$ cat src/rtl/mp64_uart_txarb.sv
// Round-robin scheduler sharing the UART MMIO port among N_REQ byte streams.
// Each byte waits for STATUS.tx_ready, and a grant is held until s_last.
module mp64_uart_txarb #(
   parameter int N_REQ        = 4,
   parameter int POLL_GAP     = 4,
   parameter int ACK_TIMEOUT  = 15,
   parameter int LOCK_TIMEOUT = 255
) (
   input  logic               clk,
   input  logic               rst,
   input  logic [N_REQ-1:0]   s_valid,
   input  logic [8*N_REQ-1:0] s_data,
   input  logic [N_REQ-1:0]   s_last,
   output logic [N_REQ-1:0]   s_ready,
   output logic [N_REQ-1:0]   grant,
   output logic               busy,
   output logic               err,
   output logic               u_req,
   output logic [3:0]         u_addr,
   output logic [7:0]         u_wdata,
   output logic               u_wen,
   input  logic [7:0]         u_rdata,
   input  logic               u_ack
);
   localparam logic [3:0] UART_TX     = 4'h0;
   localparam logic [3:0] UART_STATUS = 4'h4;
   localparam int IW = (N_REQ > 1) ? $clog2(N_REQ) : 1;
   localparam int GW = (POLL_GAP > 0) ? $clog2(POLL_GAP + 1) : 1;
   localparam int AW = $clog2(ACK_TIMEOUT + 1);
   localparam int LW = $clog2(LOCK_TIMEOUT + 1);

   typedef enum logic [2:0] {
      S_IDLE, S_POLL, S_POLL_WAIT, S_GAP, S_WRITE, S_WRITE_WAIT, S_HOLD
   } state_t;

   state_t           state_q, state_d;
   logic [IW-1:0]    g_q, g_d;
   logic [IW-1:0]    rr_ptr_q, rr_ptr_d;
   logic             last_q, last_d;
   logic [GW-1:0]    gap_cnt_q, gap_cnt_d;
   logic [AW-1:0]    ack_cnt_q, ack_cnt_d;
   logic [LW-1:0]    lock_cnt_q, lock_cnt_d;
   logic [N_REQ-1:0] grant_q, grant_d;
   logic             busy_q, busy_d;
   logic             err_q, err_d;
   logic             u_req_q, u_req_d;
   logic [3:0]       u_addr_q, u_addr_d;
   logic [7:0]       u_wdata_q, u_wdata_d;
   logic             u_wen_q, u_wen_d;

   logic [7:0]       s_byte [N_REQ];
   logic             pick_found;
   logic [IW-1:0]    pick_idx;
   logic [IW-1:0]    rr_next;
   logic             release_grant;
   logic             rdata_unused;

   for (genvar gi = 0; gi < N_REQ; gi++) begin : g_bytes
      assign s_byte[gi] = s_data[8*gi +: 8];
   end

   // Only tx_ready is meaningful in the status word.
   assign rdata_unused = ^u_rdata[7:1];
   assign rr_next = (g_q == IW'(N_REQ - 1)) ? '0 : g_q + 1'b1;

   always_comb begin
      pick_found = 1'b0;
      pick_idx   = '0;
      for (int k = 0; k < N_REQ; k++) begin
         int          idx;
         logic [IW-1:0] idx_w;
         idx = int'(rr_ptr_q) + k;
         if (idx >= N_REQ) idx = idx - N_REQ;
         idx_w = IW'(idx);
         if (!pick_found && s_valid[idx_w]) begin
            pick_found = 1'b1;
            pick_idx   = idx_w;
         end
      end
   end

   always_comb begin
      state_d       = state_q;
      g_d           = g_q;
      rr_ptr_d      = rr_ptr_q;
      last_d        = last_q;
      gap_cnt_d     = gap_cnt_q;
      ack_cnt_d     = ack_cnt_q;
      lock_cnt_d    = lock_cnt_q;
      err_d         = 1'b0;
      release_grant = 1'b0;

      case (state_q)
         S_IDLE: begin
            if (pick_found) begin
               g_d     = pick_idx;
               state_d = S_POLL;
            end
         end
         S_POLL: begin
            ack_cnt_d = AW'(1);
            state_d   = S_POLL_WAIT;
         end
         S_POLL_WAIT: begin
            if (u_ack) begin
               if (u_rdata[0]) begin
                  state_d = S_WRITE;
               end else if (POLL_GAP == 0) begin
                  state_d = S_POLL;
               end else begin
                  gap_cnt_d = '0;
                  state_d   = S_GAP;
               end
            end else if (ack_cnt_q == AW'(ACK_TIMEOUT - 1)) begin
               err_d         = 1'b1;
               release_grant = 1'b1;
            end else begin
               ack_cnt_d = ack_cnt_q + 1'b1;
            end
         end
         S_GAP: begin
            if (gap_cnt_q == GW'(POLL_GAP - 1)) state_d = S_POLL;
            else gap_cnt_d = gap_cnt_q + 1'b1;
         end
         S_WRITE: begin
            last_d    = s_last[g_q];
            ack_cnt_d = AW'(1);
            state_d   = S_WRITE_WAIT;
         end
         S_WRITE_WAIT: begin
            if (u_ack) begin
               if (last_q) begin
                  release_grant = 1'b1;
               end else if (s_valid[g_q]) begin
                  state_d = S_POLL;
               end else begin
                  lock_cnt_d = '0;
                  state_d    = S_HOLD;
               end
            end else if (ack_cnt_q == AW'(ACK_TIMEOUT - 1)) begin
               err_d         = 1'b1;
               release_grant = 1'b1;
            end else begin
               ack_cnt_d = ack_cnt_q + 1'b1;
            end
         end
         S_HOLD: begin
            if (s_valid[g_q]) state_d = S_POLL;
            else if (lock_cnt_q == LW'(LOCK_TIMEOUT - 1)) release_grant = 1'b1;
            else lock_cnt_d = lock_cnt_q + 1'b1;
         end
         default: state_d = S_IDLE;
      endcase

      if (release_grant) begin
         state_d  = S_IDLE;
         rr_ptr_d = rr_next;
         last_d   = 1'b0;
      end

      // Outputs are registered images of the state being entered.
      grant_d = '0;
      if (state_d != S_IDLE) grant_d[g_d] = 1'b1;
      busy_d    = (state_d != S_IDLE);
      u_req_d   = (state_d == S_POLL) || (state_d == S_WRITE);
      u_wen_d   = (state_d == S_WRITE);
      u_addr_d  = (state_d == S_POLL) ? UART_STATUS : UART_TX;
      u_wdata_d = (state_d == S_WRITE) ? s_byte[g_d] : 8'h00;
      if (!u_req_d) u_addr_d = 4'h0;
   end

   always_ff @(posedge clk or posedge rst) begin
      if (rst) begin
         state_q    <= S_IDLE;
         g_q        <= '0;
         rr_ptr_q   <= '0;
         last_q     <= 1'b0;
         gap_cnt_q  <= '0;
         ack_cnt_q  <= '0;
         lock_cnt_q <= '0;
         grant_q    <= '0;
         busy_q     <= 1'b0;
         err_q      <= 1'b0;
         u_req_q    <= 1'b0;
         u_addr_q   <= 4'h0;
         u_wdata_q  <= 8'h00;
         u_wen_q    <= 1'b0;
      end else begin
         state_q    <= state_d;
         g_q        <= g_d;
         rr_ptr_q   <= rr_ptr_d;
         last_q     <= last_d;
         gap_cnt_q  <= gap_cnt_d;
         ack_cnt_q  <= ack_cnt_d;
         lock_cnt_q <= lock_cnt_d;
         grant_q    <= grant_d;
         busy_q     <= busy_d;
         err_q      <= err_d;
         u_req_q    <= u_req_d;
         u_addr_q   <= u_addr_d;
         u_wdata_q  <= u_wdata_d;
         u_wen_q    <= u_wen_d;
      end
   end

   assign s_ready = (state_q == S_WRITE) ? grant_q : '0;
   assign grant   = grant_q;
   assign busy    = busy_q;
   assign err     = err_q;
   assign u_req   = u_req_q;
   assign u_addr  = u_addr_q;
   assign u_wdata = u_wdata_q;
   assign u_wen   = u_wen_q;

endmodule

$ cat config.mk
export PLATFORM = sky130hd
export DESIGN_NAME = mp64_uart_txarb
export DESIGN_NICKNAME = d
export VERILOG_FILES = /design/src/rtl/mp64_uart_txarb.sv
export SDC_FILE = /design/constraint.sdc
export NUM_CORES = 1
export LEC_CHECK = 0
export CORE_UTILIZATION = 45
export CTS_CLUSTER_DIAMETER = 200
export DETAILED_ROUTE_END_ITERATION = 16
export GPL_TIMING_DRIVEN = 0
export PLACE_DENSITY = 0.8
export RECOVER_POWER = 25
export SYNTH_ARGS = -nofsm -noshare
export SYNTH_HDL_FRONTEND = slang
export SYNTH_SLANG_ARGS = --single-unit
$ cat constraint.sdc
create_clock -name clk -period 2.3 [get_ports clk]
set_input_delay 0.345 -clock clk [delete_from_list [all_inputs] [get_ports clk]]
set_output_delay 0.345 -clock clk [all_outputs]
set_load 0.05 [all_outputs]
### Yosys cells after proc, flatten, opt, wreduce, memory -nomap -nowiden

Index checks and enable logic that the tools add are counted.
W data, S select, Z words.

* add/sub/neg operators: 11
* $lt $le $gt $ge: 12
* equality and inequality tests: 22
* multiplexer cells: 70
* bitwise operators: 1
* reductions and logical operators: 19

Operator list (count)
* $mux W8: 8
* $mux W3: 14
* $mux W2: 11
* $pmux W3 S7: 1
* $mux W1: 20
* $ne A2 B2 Y1 const B: 10
* $lt A2 B3 Y1 const B: 6
* $bmux W8 S2: 1
* $mux W4: 4
* $pmux W8 S2: 1
* $bmux W1 S2: 6
* $eq A3 B3 Y1 const B: 4
* $ge A3 B3 Y1 const B: 4
* $eq A3 B2 Y1 const B: 3
* $add A8 B1 Y8 const B: 1
* $eq A8 B8 Y1 const B: 1
* $pmux W4 S2: 1
* $reduce_bool A2 Y1: 4
* $sub A2 B1 Y2 const B: 4
* $add A2 B2 Y3 const B: 2
* $eq A3 B1 Y1 const B: 2
* $pmux W3 S2: 1
* $reduce_and A6 Y1: 1
* $add A4 B1 Y4 const B: 1
* 18 further kinds: 24

* bits in registers: 43
* logic and storage cells: 149

### Depth between registers and ports, before layout

* depth after elaboration: 21
* depth in mapped cells: 7

### Worst setup path after synthesis

No wires, ideal clock.

* path kind: reg-to-reg
* start: register g_q[0]
* end: register lock_cnt_q[6]
* library setup time: 129 ps
* arrival time: 1758 ps
* data required time: 2171 ps
* path slack: 413 ps
* cell stages (with the launch flop): 7
* period minus slack after synthesis: 1887 ps
* path through: dfrtp_1 -> mux4_2 -> buf_6 -> or3b_1 -> a21oi_2 -> xnor2_1 -> nor2_2

* word-level cells in the longest chain between the ends: 4

Ends and longest elaborated chain
* start, declared: line 37 `logic [IW-1:0] g_q, g_d;`
* start signal, assigned: line 190 `g_q <= g_d;`
* $bmux W1 S2 (*): line 134, 148
* $mux W1 (implied by the code) (*): line 134, 148
* $ne A2 B2 Y1 (no line)
* $reduce_and A6 Y1 (no line) (*)
* end signal, assigned: line 195 `lock_cnt_q <= lock_cnt_d;`
* end, declared: line 42 `logic [LW-1:0] lock_cnt_q, lock_cnt_d;`

Every way passes the cells marked *; elsewhere a longest branch is shown, timed or not. The select of a mux whose other input is x is not followed.
A chain may end at the register's enable or synchronous reset.

### Final worst setup path

* start: register state_q[0]
* end: output port s_ready[1]

* word-level cells in the longest chain between the ends: 2

Ends and longest elaborated chain
* start, declared: line 36 `state_t state_q, state_d;`
* start signal, assigned: line 189 `state_q <= state_d;`
* $eq A3 B3 Y1: line 206 `assign s_ready = (state_q == S_WRITE) ? grant_q : '0;`
* $mux W4: line 206
* end, declared: line 14 `output logic [N_REQ-1:0] s_ready,`

Every way passes these cells.

==> results.yml <==
critical_path:
  critical_path_class: "register to output port"
  crit_path_end_kind: "output port"
  path_max_fanout: 10
  cp.required_ns: 1.96
  cp.arrival_ns: 1.85
  critPathLaunchType: "register"
cells_and_area:
  layout.nets: 383
  drive_gt1_share_pct: 16.00
  final_cell_mix: "clkdlybuf4s50_1 (59), dfrtp_1 (40), nand2_1 (23), o21ai_0 (12), nor2_1 (12)"
  mostFrequentLayoutCell: "clkdlybuf4s50_1"
  n_antenna_cell: 0
  fill_cells: 436
  syn_to_final_growth_pct: 32.34
  finalNonFillerCells: 395
grt:
  grt_overflow: 0
  grt_pass1_vias: 2215
  grtUsageTotal_pct: 21.81
  grt_antenna_before_repair: 0
  grt_pass1_wl_um: 10090
  grt_max_degree: 41
clocking:
  numCtsBuffers: 5
  path_clk_slew_ns: 0.08
  cts_tree: "built"
  clkLatencyLatePin_ns: 0.29
  cts_root_buf: "clkbuf_8"
  cts.path.max_buffers: 2
  post-cts-setup-buffers: 0
  h-tree-depth: 2
  clkSinkCount: 40
synth:
  ys_seq_elements: 40
  syn_inst: 253
  synthArstFlopShare_pct: 100.0
  dominantRegCellSynth: "dfrtp_1"
  synth_top_area_share_pct: 40.36
  post_synth_instance_area_mm2: 0.002480
  ys_seq_area_share_pct: 40.36
  synth.area.top_cells: "dfrtp_1 (40%), mux2_2 (4.5%), mux2i_1 (4.4%)"
  yosys.area.top_type: "dfrtp_1"
  synth-edff-count: 0
  synth_cell_types: 57
  yosys_warnings: 0
  syn_area_per_cell_um2: 9.802
timing:
  setup_viol: 0
  finalMaxSlewViolations: 41
  hold_ws_ns: 0.4841
  fin_crit_sh_pct: 95.33
  fin_crit_ns: 2.193
  fmax_mhz: 456.1
  hold_violations: 0
  grt_setup_unrepaired: "false"
  tightest_slew_ns: 1.516
  slew_headroom_pct: -1.146
  clock_skew_ns: 0.008894
die:
  rows: 26
  die_w_um: 76.24
  die_area_mm2: 0.005812
  start_util_pct: 47.64
  ios: 75
  core-area_mm2: 0.005205
  die_y_um: 76.24
placement:
  dpl.hpwl_um: 4403
  io_buffers: 64
  place_congestion: 0.8523
  place_inst: 389
pwr:
  pwr-share-seq_pct: 32.5
  peakVddDrop_mv: 0.5729
  power.density_mw_per_mm2: 1045
  intPower_uw: 1897
  power_frac_comb_pct: 54.0
  swShare_pct: 44.72
  p_leak_uw: 0.001390
  switchingPower_uw: 1534
  clkPwrFrac_pct: 13.5
drt:
  wirelength_um: 5805
  wl_per_cell_um: 14.70
  ant_nets: 0
  vias: 2208
  drtIter0Drc: 129
  vias_per_cell: 5.590
  drc_errors: 0
  first_pass_iters: 4
flow_run:
  max_cap_violations: 1
outcome:
  violations: "max-capacitance violations, max-slew violations"
  status: "finished with violations"
min_path:
  min_path_type: "register to register"
## cell usage after synthesis, types with 3 or more instances
library cell  instances
nand2b_1              7
nand3b_1              4
o21ai_1               8
nor2_1               13
mux2i_1              11
a21oi_1              10
nor3_1                5
nand3_1               9
xnor2_1               5
mux2_2               10
ha_1                  7
clkbuf_1              3
o31ai_1               4
buf_4                 4
o21ai_0              13
buf_6                 3
a21oi_2               9
inv_1                 7
dfrtp_1              40
a31oi_1               5
and3_1                4
nand2_1              23
buf_2                 3
## worst paths after layout
path	depth (start not counted)	endpoint	startpoint	slack (ns)
setup / recovery	5	s_ready[1]	state_q[0]	0.11
hold / removal	2	gap_cnt_q[2]	gap_cnt_q[2]	0.48
setup reg to reg	5	grant[3]	g_q[0]	0.19
hold reg to reg	2	gap_cnt_q[2]	gap_cnt_q[2]	0.48
max in group asynchronous	2	u_addr[2]	rst	0.46
min in group asynchronous	2	u_wen	rst	0.95
## state kept, by name, summed over array words and instances (netlist names), 2 cells and up
signal      count
u_wdata         8
state_q         3
g_q             2
grant           4
ack_cnt_q       4
lock_cnt_q      8
rr_ptr_q        2
gap_cnt_q       3
## power by group through the flow
stage               clock (uW)  combinational [uW]  sequential [uW]
finish                     463                1850             1120
detailed placement           0                1850             1130
global placement             0                1820             1110
CTS                        469                1860             1110
global route               503                2030             1150
floorplan                    0                1170             1300
## what timing repair did
item,CTS,global route
resized for setup,14,9
endpoints found under the setup margin,4,5
hold buffers,0,0
## worst max-delay path, stage by stage, from the launching register on
cell	delay, ns
dfrtp_1	0.38
buf_6	0.13
clkbuf_1	0.23
nor2_2	0.26
and3_1	0.18
clkdlybuf4s18_2	0.37
## layout make-up
type | count | area (um^2) | share of cell area, %
well taps | 70 | 87.58 | 2.669
flip-flops and latches | 40 | 1001 | 30.50
clock buffers | 5 | 68.82 | 2.097
clock inverters | 2 | 12.51 | 0.3812
multi-input cells | 193 | 1365 | 41.59
plain buffers | 14 | 95.09 | 2.897
repair buffers | 64 | 625.6 | 19.06
inverters | 7 | 26.28 | 0.8006
## routing by layer
layer | share of wire, % | track usage [%] | up-vias
met3 | 8.1 | 7.784 | 8
met4 | 1.3 | 5.192 | 0
met5 | 0 | 0 | -
li1 | - | - | 1063
met2 | 49 | 37.21 | 85
met1 | 41 | 26.20 | 1052
## stage by stage
stage	utilization [%]	total power, uW	setup WS (ns)	setup TNS [ns]	instance area (um^2)
global route	63.05	3685	0.01507	0	3282
global placement	61.78	2930	-0.3287	-1.985	3216
detailed placement	61.78	2973	-0.3254	-2.560	3216
finish	63.05	3431	0.1074	0	3282
floorplan	-	2464	0.4127	0	2487
CTS	63.49	3438	0.005417	0	3304
## kinds of logic (layout without fill, tap and decap cells)
group / after synthesis / after routing / synth area share (%)
XOR/XNOR: 5 / 5 / 1.766
multiplexers: 23 / 23 / 10.95
AO/OA/AOI/OAI: 69 / 69 / 19.37
buffers and inverters: 22 / 92 / 4.995
adder cells (fa/ha/maj): 7 / 7 / 3.532
other: 1 / 3 / 0.1512
flip-flops: 40 / 40 / 40.36
AND/OR/NAND/NOR: 86 / 86 / 18.87
Note: power is estimated with default switching activity, not from simulation.
